<file path="config.mk">
export PLATFORM = sky130hd
export DESIGN_NAME = pulse_scheduler
export DESIGN_NICKNAME = d
export VERILOG_FILES = /design/src/rtl/pulse_scheduler.sv
export SDC_FILE = /design/constraint.sdc
export NUM_CORES = 1
export LEC_CHECK = 0
export ABC_AREA = 1
export BUFFER_PORTS_ARGS = -buffer_cell sky130_fd_sc_hd__buf_2
export CORE_MARGIN = 2
export CORE_UTILIZATION = 56
export CTS_BUF_LIST = sky130_fd_sc_hd__clkbuf_8
export DETAILED_ROUTE_END_ITERATION = 8
export HOLD_SLACK_MARGIN = 0.02
export PLACE_DENSITY = 0.74
export SLEW_MARGIN = 20
export SYNTH_ARGS = -nofsm -noshare
export SYNTH_HDL_FRONTEND = slang
export SYNTH_SLANG_ARGS = --single-unit
</file>
<file path="constraint.sdc">
create_clock -name clk -period 4.15 [get_ports clk]
set_input_delay 0.2075 -clock clk [delete_from_list [all_inputs] [get_ports clk]]
set_output_delay 0.2075 -clock clk [all_outputs]
set_load 0.01 [all_outputs]
</file>
<file path="src/rtl/pulse_scheduler.sv">
// Timed pulse dispatcher: queues (delay, addr) descriptors and releases each one
// `delay` enabled cycles after the previous release, stamped with a free-running
// timebase. Optional macro PULSE_SCHED_LATE_CNT_EN adds a backpressure cycle counter.
module pulse_scheduler #(
    parameter int DELAY_W = 16,
    parameter int ADDR_W  = 10,
    parameter int DEPTH   = 8,
    parameter int TS_W    = 32
) (
    input  logic                         clk,
    input  logic                         reset,
    input  logic                         enable,
    input  logic                         flush,
    input  logic                         in_valid,
    output logic                         in_ready,
    input  logic [DELAY_W-1:0]           in_delay,
    input  logic [ADDR_W-1:0]            in_addr,
    output logic                         out_valid,
    input  logic                         out_ready,
    output logic [ADDR_W-1:0]            out_addr,
    output logic [TS_W-1:0]              out_timestamp,
    output logic [$clog2(DEPTH+1)-1:0]   fifo_count,
    output logic                         busy
`ifdef PULSE_SCHED_LATE_CNT_EN
    ,
    output logic [15:0]                  late_count
`endif
);

    localparam int CNT_W = $clog2(DEPTH + 1);
    localparam int PTR_W = $clog2(DEPTH);
    localparam int ENT_W = DELAY_W + ADDR_W;

    localparam logic [1:0] ST_IDLE  = 2'd0;
    localparam logic [1:0] ST_WAIT  = 2'd1;
    localparam logic [1:0] ST_ISSUE = 2'd2;

    logic [ENT_W-1:0]   mem_q [DEPTH];
    logic [PTR_W-1:0]   wr_ptr_q, rd_ptr_q;
    logic [CNT_W-1:0]   count_q, count_d;
    logic [1:0]         state_q, state_d;
    logic [DELAY_W-1:0] countdown_q, countdown_d;
    logic [ADDR_W-1:0]  hold_addr_q, hold_addr_d;
    logic [TS_W-1:0]    ts_q, ts_d;
    logic [TS_W-1:0]    timebase_q, timebase_d;

    logic               push, pop, handshake;
    logic [DELAY_W-1:0] head_delay;
    logic [ADDR_W-1:0]  head_addr;

    assign in_ready   = (count_q < CNT_W'(DEPTH)) && !flush && !reset;
    assign push       = in_valid && in_ready;
    assign out_valid  = (state_q == ST_ISSUE);
    assign handshake  = out_valid && out_ready;
    assign {head_delay, head_addr} = mem_q[rd_ptr_q];

    // A pop is only possible from IDLE or on the ISSUE handshake (back-to-back).
    assign pop = enable && !flush && (count_q != '0) &&
                 ((state_q == ST_IDLE) || ((state_q == ST_ISSUE) && handshake));

    assign timebase_d    = enable ? timebase_q + TS_W'(1) : timebase_q;
    assign count_d       = flush ? '0 : count_q + CNT_W'(push) - CNT_W'(pop);
    assign out_addr      = hold_addr_q;
    assign out_timestamp = ts_q;
    assign fifo_count    = count_q;
    assign busy          = (state_q != ST_IDLE) || (count_q != '0);

    always_comb begin
        state_d     = state_q;
        countdown_d = countdown_q;
        hold_addr_d = hold_addr_q;
        ts_d        = ts_q;
        if (flush) begin
            state_d = ST_IDLE;
        end else if (pop) begin
            hold_addr_d = head_addr;
            countdown_d = head_delay;
            if (head_delay == '0) begin
                state_d = ST_ISSUE;
                ts_d    = timebase_d;
            end else begin
                state_d = ST_WAIT;
            end
        end else begin
            case (state_q)
                ST_WAIT: begin
                    if (enable) begin
                        countdown_d = countdown_q - DELAY_W'(1);
                        if (countdown_q == DELAY_W'(1)) begin
                            state_d = ST_ISSUE;
                            ts_d    = timebase_d;
                        end
                    end
                end
                ST_ISSUE: begin
                    if (handshake) state_d = ST_IDLE;
                end
                default: state_d = ST_IDLE;
            endcase
        end
    end

    always_ff @(posedge clk) begin
        if (push) mem_q[wr_ptr_q] <= {in_delay, in_addr};
    end

    always_ff @(posedge clk) begin
        if (reset) begin
            wr_ptr_q    <= '0;
            rd_ptr_q    <= '0;
            count_q     <= '0;
            state_q     <= ST_IDLE;
            countdown_q <= '0;
            hold_addr_q <= '0;
            ts_q        <= '0;
            timebase_q  <= '0;
        end else begin
            count_q     <= count_d;
            state_q     <= state_d;
            countdown_q <= countdown_d;
            hold_addr_q <= hold_addr_d;
            ts_q        <= ts_d;
            timebase_q  <= timebase_d;
            if (flush) begin
                wr_ptr_q <= '0;
                rd_ptr_q <= '0;
            end else begin
                if (push) wr_ptr_q <= wr_ptr_q + PTR_W'(1);
                if (pop)  rd_ptr_q <= rd_ptr_q + PTR_W'(1);
            end
        end
    end

`ifdef PULSE_SCHED_LATE_CNT_EN
    logic [15:0] late_q;
    assign late_count = late_q;

    // Saturating count of ISSUE cycles stalled by downstream; survives flush.
    always_ff @(posedge clk) begin
        if (reset) begin
            late_q <= '0;
        end else if (out_valid && !out_ready && (late_q != 16'hFFFF)) begin
            late_q <= late_q + 16'd1;
        end
    end
`endif

endmodule
</file>
==> flow_summary.toml, run 1 <==
[clock_tree]
tritoncts = "done"
post_cts_buffers = 0
clk_latency_ps = 580
cts_buffers = 50
ctsHoldBuffers = 28
cts_root_buffer = "clkbuf_8"
clock_path_buffers = 3
cts.sinks = 313
cts_resized = 0
clkTransAtPathRegs_ps = 60
htreeDepth = 2

[setup_path]
required_ps = 4620
r2r_cells = 15
critPathLaunchType = "flop"
reg2reg_slack_ps = 880
arrival_ps = 3730
regToRegEndpoint = "out_timestamp[29]$_SDFFE_PP0P_"
crit_type = "reg2reg"
crit_path_max_fanout = 66
end_kind = "flop"

[synthesis]
avgSynthCellArea_um2 = 9.299
ys_seq_elements = 313
synth_compound_area_frac = 0.07994
synthMuxAreaShare = 0.0007393
syn_nets = 1499
synth_simple_gate_area_frac = 0.2026
synth_top_family_by_area = "simple AND/OR/NAND/NOR gates"
synth.distinct_cells = 34
yosysSeqAreaShare = 0.6166
synthTopCellsByArea = "edfxtp_1, dfxtp_1, nand2_1"
ys_warn_count = 0
yosys.area_share.adder = 0.01072
syn_area_um2 = 13540
synth_top_area_cell = "edfxtp_1"
synth_cells = 1456
synth_top_cell_area_share = 0.4613
synth_xor_area_frac = 0.02329

[run_status]
outcome = "finished clean"

[floorplanning]
start_util = 0.5734
num_rows = 56
die_h_um = 159.5
die_area_um2 = 25440
die_width_um = 159.5
top_level_ports = 81
coreArea_um2 = 23610

[job]
maxCapViolations = 0

[sta]
finClkSkew_ps = 23.60
finalHoldViolCount = 0
slew-limit-headroom = 0.2937
finalSetupViolations = 0
rsz0062_at_grt = "false"
finalCritPeriodShare = 0.7868
max_freq_mhz = 306.2
tightest_slew_ps = 1053
fin_crit_ps = 3265
slew_viol_final = 0
final.setup.tns_ps = 0

[final_layout]
nFillCells = 1868
multiInputGateArea_um2 = 4333
nNetsFinal = 1612
drive_gt1_frac = 0.1169
area_growth_pct = 14.37
antenna_cells = 0
regArea_um2 = 8353

[power]
power_density_nw_per_um2 = 398.0
p_total_mw = 6.163
worst_ir_drop_vdd_v = 0.0002513
p_leak_nw = 6.353

[global_route]
antenna_found_initial = 0
grt_pass1_wl_mm = 49.09
grt-ovfl-total = 0
grt_usage = 0.2371
grt_max_degree = 67
grt_pass1_vias = 9734

[hold_path]
holdCritPathClass = "in2reg"
worstHoldStart = "flush"
holdPathEnd = "wr_ptr_q[2]$_SDFFE_PP0P_"
holdPathStages = 4

[route]
wirelength_mm = 30.31
drt-pass1-iter-count = 5
avgViaCountPerCell = 5.307
drc = 0
drtIter0Drc = 1001
wl_per_cell_um = 15.73
antenna_left = 0
num_vias = 10230

[place]
gp_congestion = 0.8695
numPortBuffers = 80
post-dp-hpwl_mm = 17.76
## stage by stage
stage / cells / setup slack, ps / util / hold WS (ps) / cell area (um2)
global route: 1927 / 538.2 / 0.6558 / 59.33 / 15480
detailed placement: 1808 / 1074 / 0.6015 / 463.8 / 14200
global placement: 1808 / 1193 / 0.6015 / 457.1 / 14200
CTS: 1927 / 1077 / 0.6558 / 25.13 / 15480
floorplan: 1456 / 722.6 / - / 306.4 / 13540
finish: 1927 / 884.7 / 0.6558 / 46.17 / 15480
## synthesized netlist by cell type (all sizes together)
cell    count
nand2     370
edfxtp    208
nor2      184
inv       143
dfxtp     105
o21ai      93
nand3      88
a21oi      76
clkbuf     36
buf        35
nor3       21
xor2       19
xnor2      17
ha         10
nand4      10
o221ai     10
o22ai      10
a31oi       8
nor4        3
a221oi      2
o211ai      2
or2         2
fa          1
mux2i       1
nand3b      1
nor3b       1
## where the power goes
group	leakage, nW	internal [mW]	switching [mW]
clock	0.591	1.40	1.19
sequential	2.72	3.34	0.00947
combinational	3.04	0.0791	0.152
total	6.35	4.81	1.35
## state kept, by name, indices dropped and copies added (netlist names), named ones only
signal         count
out_addr          10
wr_ptr_q           3
state_q            2
countdown_q       16
mem_q            208
rd_ptr_q           3
timebase_q        32
fifo_count         4
out_timestamp     32
## placed cells by master, fill, tap and decap left out, drive strengths merged, types with 17 or more instances in the layout
master       synthesis  layout
a21oi               76      76
buf                 35     104
clkbuf              36      61
dfxtp              105     105
dlygate4sd3          0      28
edfxtp             208     208
inv                143     164
nand2              370     370
nand3               88      88
nor2               184     184
nor3                21      21
o21ai               93      93
xnor2               17      17
xor2                19      19
## area by class of cell
type	count	area share
clock buffers	61	0.05422
well taps	319	0.02578
clock inverters	30	0.01050
multi-input cells	929	0.2798
repair buffers	132	0.05559
inverters	143	0.03466
flip-flops and latches	313	0.5394
## how the worst max path moves through the flow
stage	slack (ps)	end	cells past startpoint	start
global placement	1190	out_timestamp[14]$_SDFFE_PP0P_	16	flop
detailed placement	1070	out_timestamp[23]$_SDFFE_PP0P_	16	flop
global route	540	out_timestamp[16]$_SDFFE_PP0P_	14	flop
floorplan	720	mem_q[6][0]$_DFFE_PP_	7	reset
finish	880	out_timestamp[29]$_SDFFE_PP0P_	15	flop
CTS	1080	out_timestamp[23]$_SDFFE_PP0P_	16	flop
## critical path: stages (launching register included)
cell and delay [ps]:
dfxtp_2 320, clkinv_1 800, buf_4 460, o21ai_0 80
o21ai_1 80, nand2_1 80, nand2_1 100, nor2_1 90
nand2_1 70, nor2_1 90, nand2_1 70, nand2_2 50
buf_4 500, nand3_1 170, nand2_1 100, nor2_1 50
## metal layers
layer / up-vias / wire [um] / global-route usage
li1: 5044 / - / -
met1: 4746 / 13080 / 0.3188
met2: 363 / 14210 / 0.3872
met3: 73 / 2123 / 0.03777
met4: 0 / 896 / 0.09587
met5: - / 0 / 0
## cell families after synthesis
family,Yosys count
simple gates,680
flops,313
buf+inv,214
compound gates,201
xor+xnor,36
fa+ha+maj,11
mux,1
Note: power is estimated with default switching activity, not from simulation.
==> inputs of run 2 (changes only) <==
ABC_AREA = 0   (was 1)
PLACE_DENSITY = 0.77   (was 0.74)
clock period = 3 ns   (was 4.15 ns; I/O delays follow)
==> run 2 against run 1 <==
Register-to-register slack got worse by 810 ps. Final cell count is 28% lower. Hold slack gained 58 ps. Count of clock-buffer cells in the layout is 1 lower.
==> flow_summary.toml, run 2 <==
[run_status]
outcome = "finished clean"

[sta]
finalSetupViolations = 0
finalCritPeriodShare = 0.9754
fin_crit_ps = 2926
whs_ps = 104.6
max_freq_mhz = 341.7
slew-limit-headroom = 0.3770
slew_viol_final = 0
finClkSkew_ps = 30.53
tightest_slew_ps = 934.4
worst_slack_ps = 73.69
rsz0062_at_grt = "false"
finalHoldViolCount = 0

[hold_path]
holdPathStages = 3
holdCritPathClass = "in2reg"

[setup_path]
critPathLaunchType = "flop"
path_common_cell = "buf_12"
required_ps = 3470
r2r_cells = 8
arrival_ps = 3400
crit_path_max_fanout = 18
crit_type = "reg2reg"
cp_cell_sequence = "buf_12 -> mux4_1 -> a21oi_1 -> nand4_1 -> or4_4 -> a21o_4 -> buf_12 -> a221oi_2"
end_kind = "flop"
cpPeakStageDelay_ps = 570
crit_slowest_cell = "or4_4"

[route]
drtIter0Drc = 512
num_vias = 7886
wirelength_mm = 25.72
drc = 0
avgViaCountPerCell = 5.653
wl_per_cell_um = 18.44
antenna_left = 0
drt-pass1-iter-count = 6

[final_layout]
drive_gt1_frac = 0.2495
largest_reg_flops = 208
regMostFlops = "mem_q"
layout_common_cells = "edfxtp_1, dfxtp_1, buf_2"
antenna_cells = 0
final_area_um2 = 15110
final_common_cell = "edfxtp_1"
area_growth_pct = 18.36
nNetsFinal = 1114

[synthesis]
synth.distinct_cells = 50
yosysSeqAreaShare = 0.6538
synthTopCellsByArea = "edfxtp_1, dfxtp_1, mux4_2"
syn_area_um2 = 12770
ys_warn_count = 0
synth_simple_gate_area_frac = 0.09280
synth_top_family_by_area = "multiplexers"
async_reset_ff_frac = 0
synth_compound_area_frac = 0.08016
syn_nets = 956
ys_seq_elements = 313
synth.most_common_cell = "edfxtp_1"
yosys.area_share.adder = 0.01137
avgSynthCellArea_um2 = 13.99
yosys-top-cells-count = "edfxtp_1, dfxtp_1, nor2_1"
synth_edf_count = 208
synth_top_cell_area_share = 0.4892
synth_xor_area_frac = 0.02469
synth_top_area_cell = "edfxtp_1"
synth_cells = 913
synth-main-ff-cell = "edfxtp_1"
synthMuxAreaShare = 0.1028

[place]
placed_area_um2 = 13730
post-dp-hpwl_mm = 15.70
dp_slack_ps = -17.42
numPortBuffers = 80
gp_congestion = 0.8057

[clock_tree]
htreeDepth = 2
clock_path_buffers = 3
clk_latency_ps = 570
cts.sinks = 313
clkTransAtPathRegs_ps = 60
tritoncts = "done"
cts_buffers = 50
cts_root_buffer = "clkbuf_8"

[floorplanning]
die_area_um2 = 24030
start_util = 0.5674
die_h_um = 155
top_level_ports = 81
coreArea_um2 = 22500
num_rows = 55
die_width_um = 155

[global_route]
antenna_found_initial = 0
grt-ovfl-total = 0
grt_pass1_wl_mm = 40.83
grt_usage = 0.2165
grt_pass1_vias = 7880
grt_max_degree = 75

[power]
power_frac_seq = 0.543
clockPowerShare = 0.420
p_int_mw = 6.732
swShare = 0.2106
power_density_nw_per_um2 = 564.3
combPwrFrac = 0.036
power.switching_mw = 1.796
worst_ir_drop_vdd_v = 0.0005470
p_leak_nw = 5.217

[job]
maxCapViolations = 0
-- run 2: cell types whose count changed after synthesis, sizes merged, moves of 14 or more --
cell    previous run  this run
nand2            370        44
nor2             184        83
inv              143        48
o21ai             93        17
nand3             88        19
mux2i              1        43
a21oi             76        39
mux4               0        36
nor2b              0        35
a221oi             2        29
buf               35        20
a211oi             0        14
-- run 2: power groups by stage --
stage | sequential [mW] | clock (mW) | combinational [mW]
6_report | 4.63 | 3.58 | 0.310
5_1_grt | 4.63 | 3.85 | 0.342
4_1_cts | 4.63 | 3.66 | 0.307
3_5_place_dp | 4.72 | 0 | 0.274
3_3_place_gp | 4.72 | 0 | 0.265
2_1_floorplan | 4.73 | 0 | 0.157
-- run 2: final timing paths --
kind | slack (ps) | to | startpoint
max | 70 | out_timestamp[22]$_SDFFE_PP0P_ | flop
min reg2reg | 460 | out_timestamp[17]$_SDFFE_PP0P_ | out_timestamp[17]$_SDFFE_PP0P_
min | 100 | fifo_count[0]$_SDFF_PP0_ | flush
max reg2reg | 70 | out_timestamp[22]$_SDFFE_PP0P_ | flop
-- run 2: timing repair --
item                       in CTS  in global routing
hold buffers                   29                  0
resized for setup               1                 11
setup buffers                   0                  3
pin swaps                       0                  2
hold endpoints to repair      218                  0
setup endpoints to repair       4                 23
gates cloned                    0                  0
-- run 2: cell families after synthesis --
kind of cell,Yosys count
AND/OR/NAND/NOR,244
XOR/XNOR,36
flip-flops,313
AO/OA/AOI/OAI,129
adder cells (fa/ha/maj),11
multiplexers,82
buffers and inverters,98
-- run 2: final cells by class --
type,count,area [um2]
clock buffer,60,825.8
clock inverter,31,188.9
fill,1547,7390
inverter,48,180.2
multi-input combinational,502,4056
sequential,313,8352
tap,285,356.6
timing repair buffer,156,1154
-- run 2: routing by layer --
layer  up-vias  wire [um]  GRT usage  part of all wire
met2       249      12760     0.3719              0.50
met3        45       1402    0.03454             0.055
met5         -          0          0                 0
met1      3848      10950     0.2782              0.43
li1       3744          -          -                 -
met4         0        607    0.08554             0.024
-- run 2: worst max-delay path, delay by kind of cell, from the launching register on --
family          cells  cell delay, ps
simple gates        2             760
compound gates      3             790
buf+inv             2             350
flops               1             370
mux                 1             560
-- run 2: through the flow --
stage,TNS [ps],utilization,power [mW],cells
after floorplan,0,-,4.883,913
after global placement,0,0.6101,4.988,1272
after detailed placement,-49.97,0.6101,4.999,1272
after CTS,0,0.6682,8.597,1392
after global routing,0,0.6716,8.827,1395
final,0,0.6716,8.528,1395
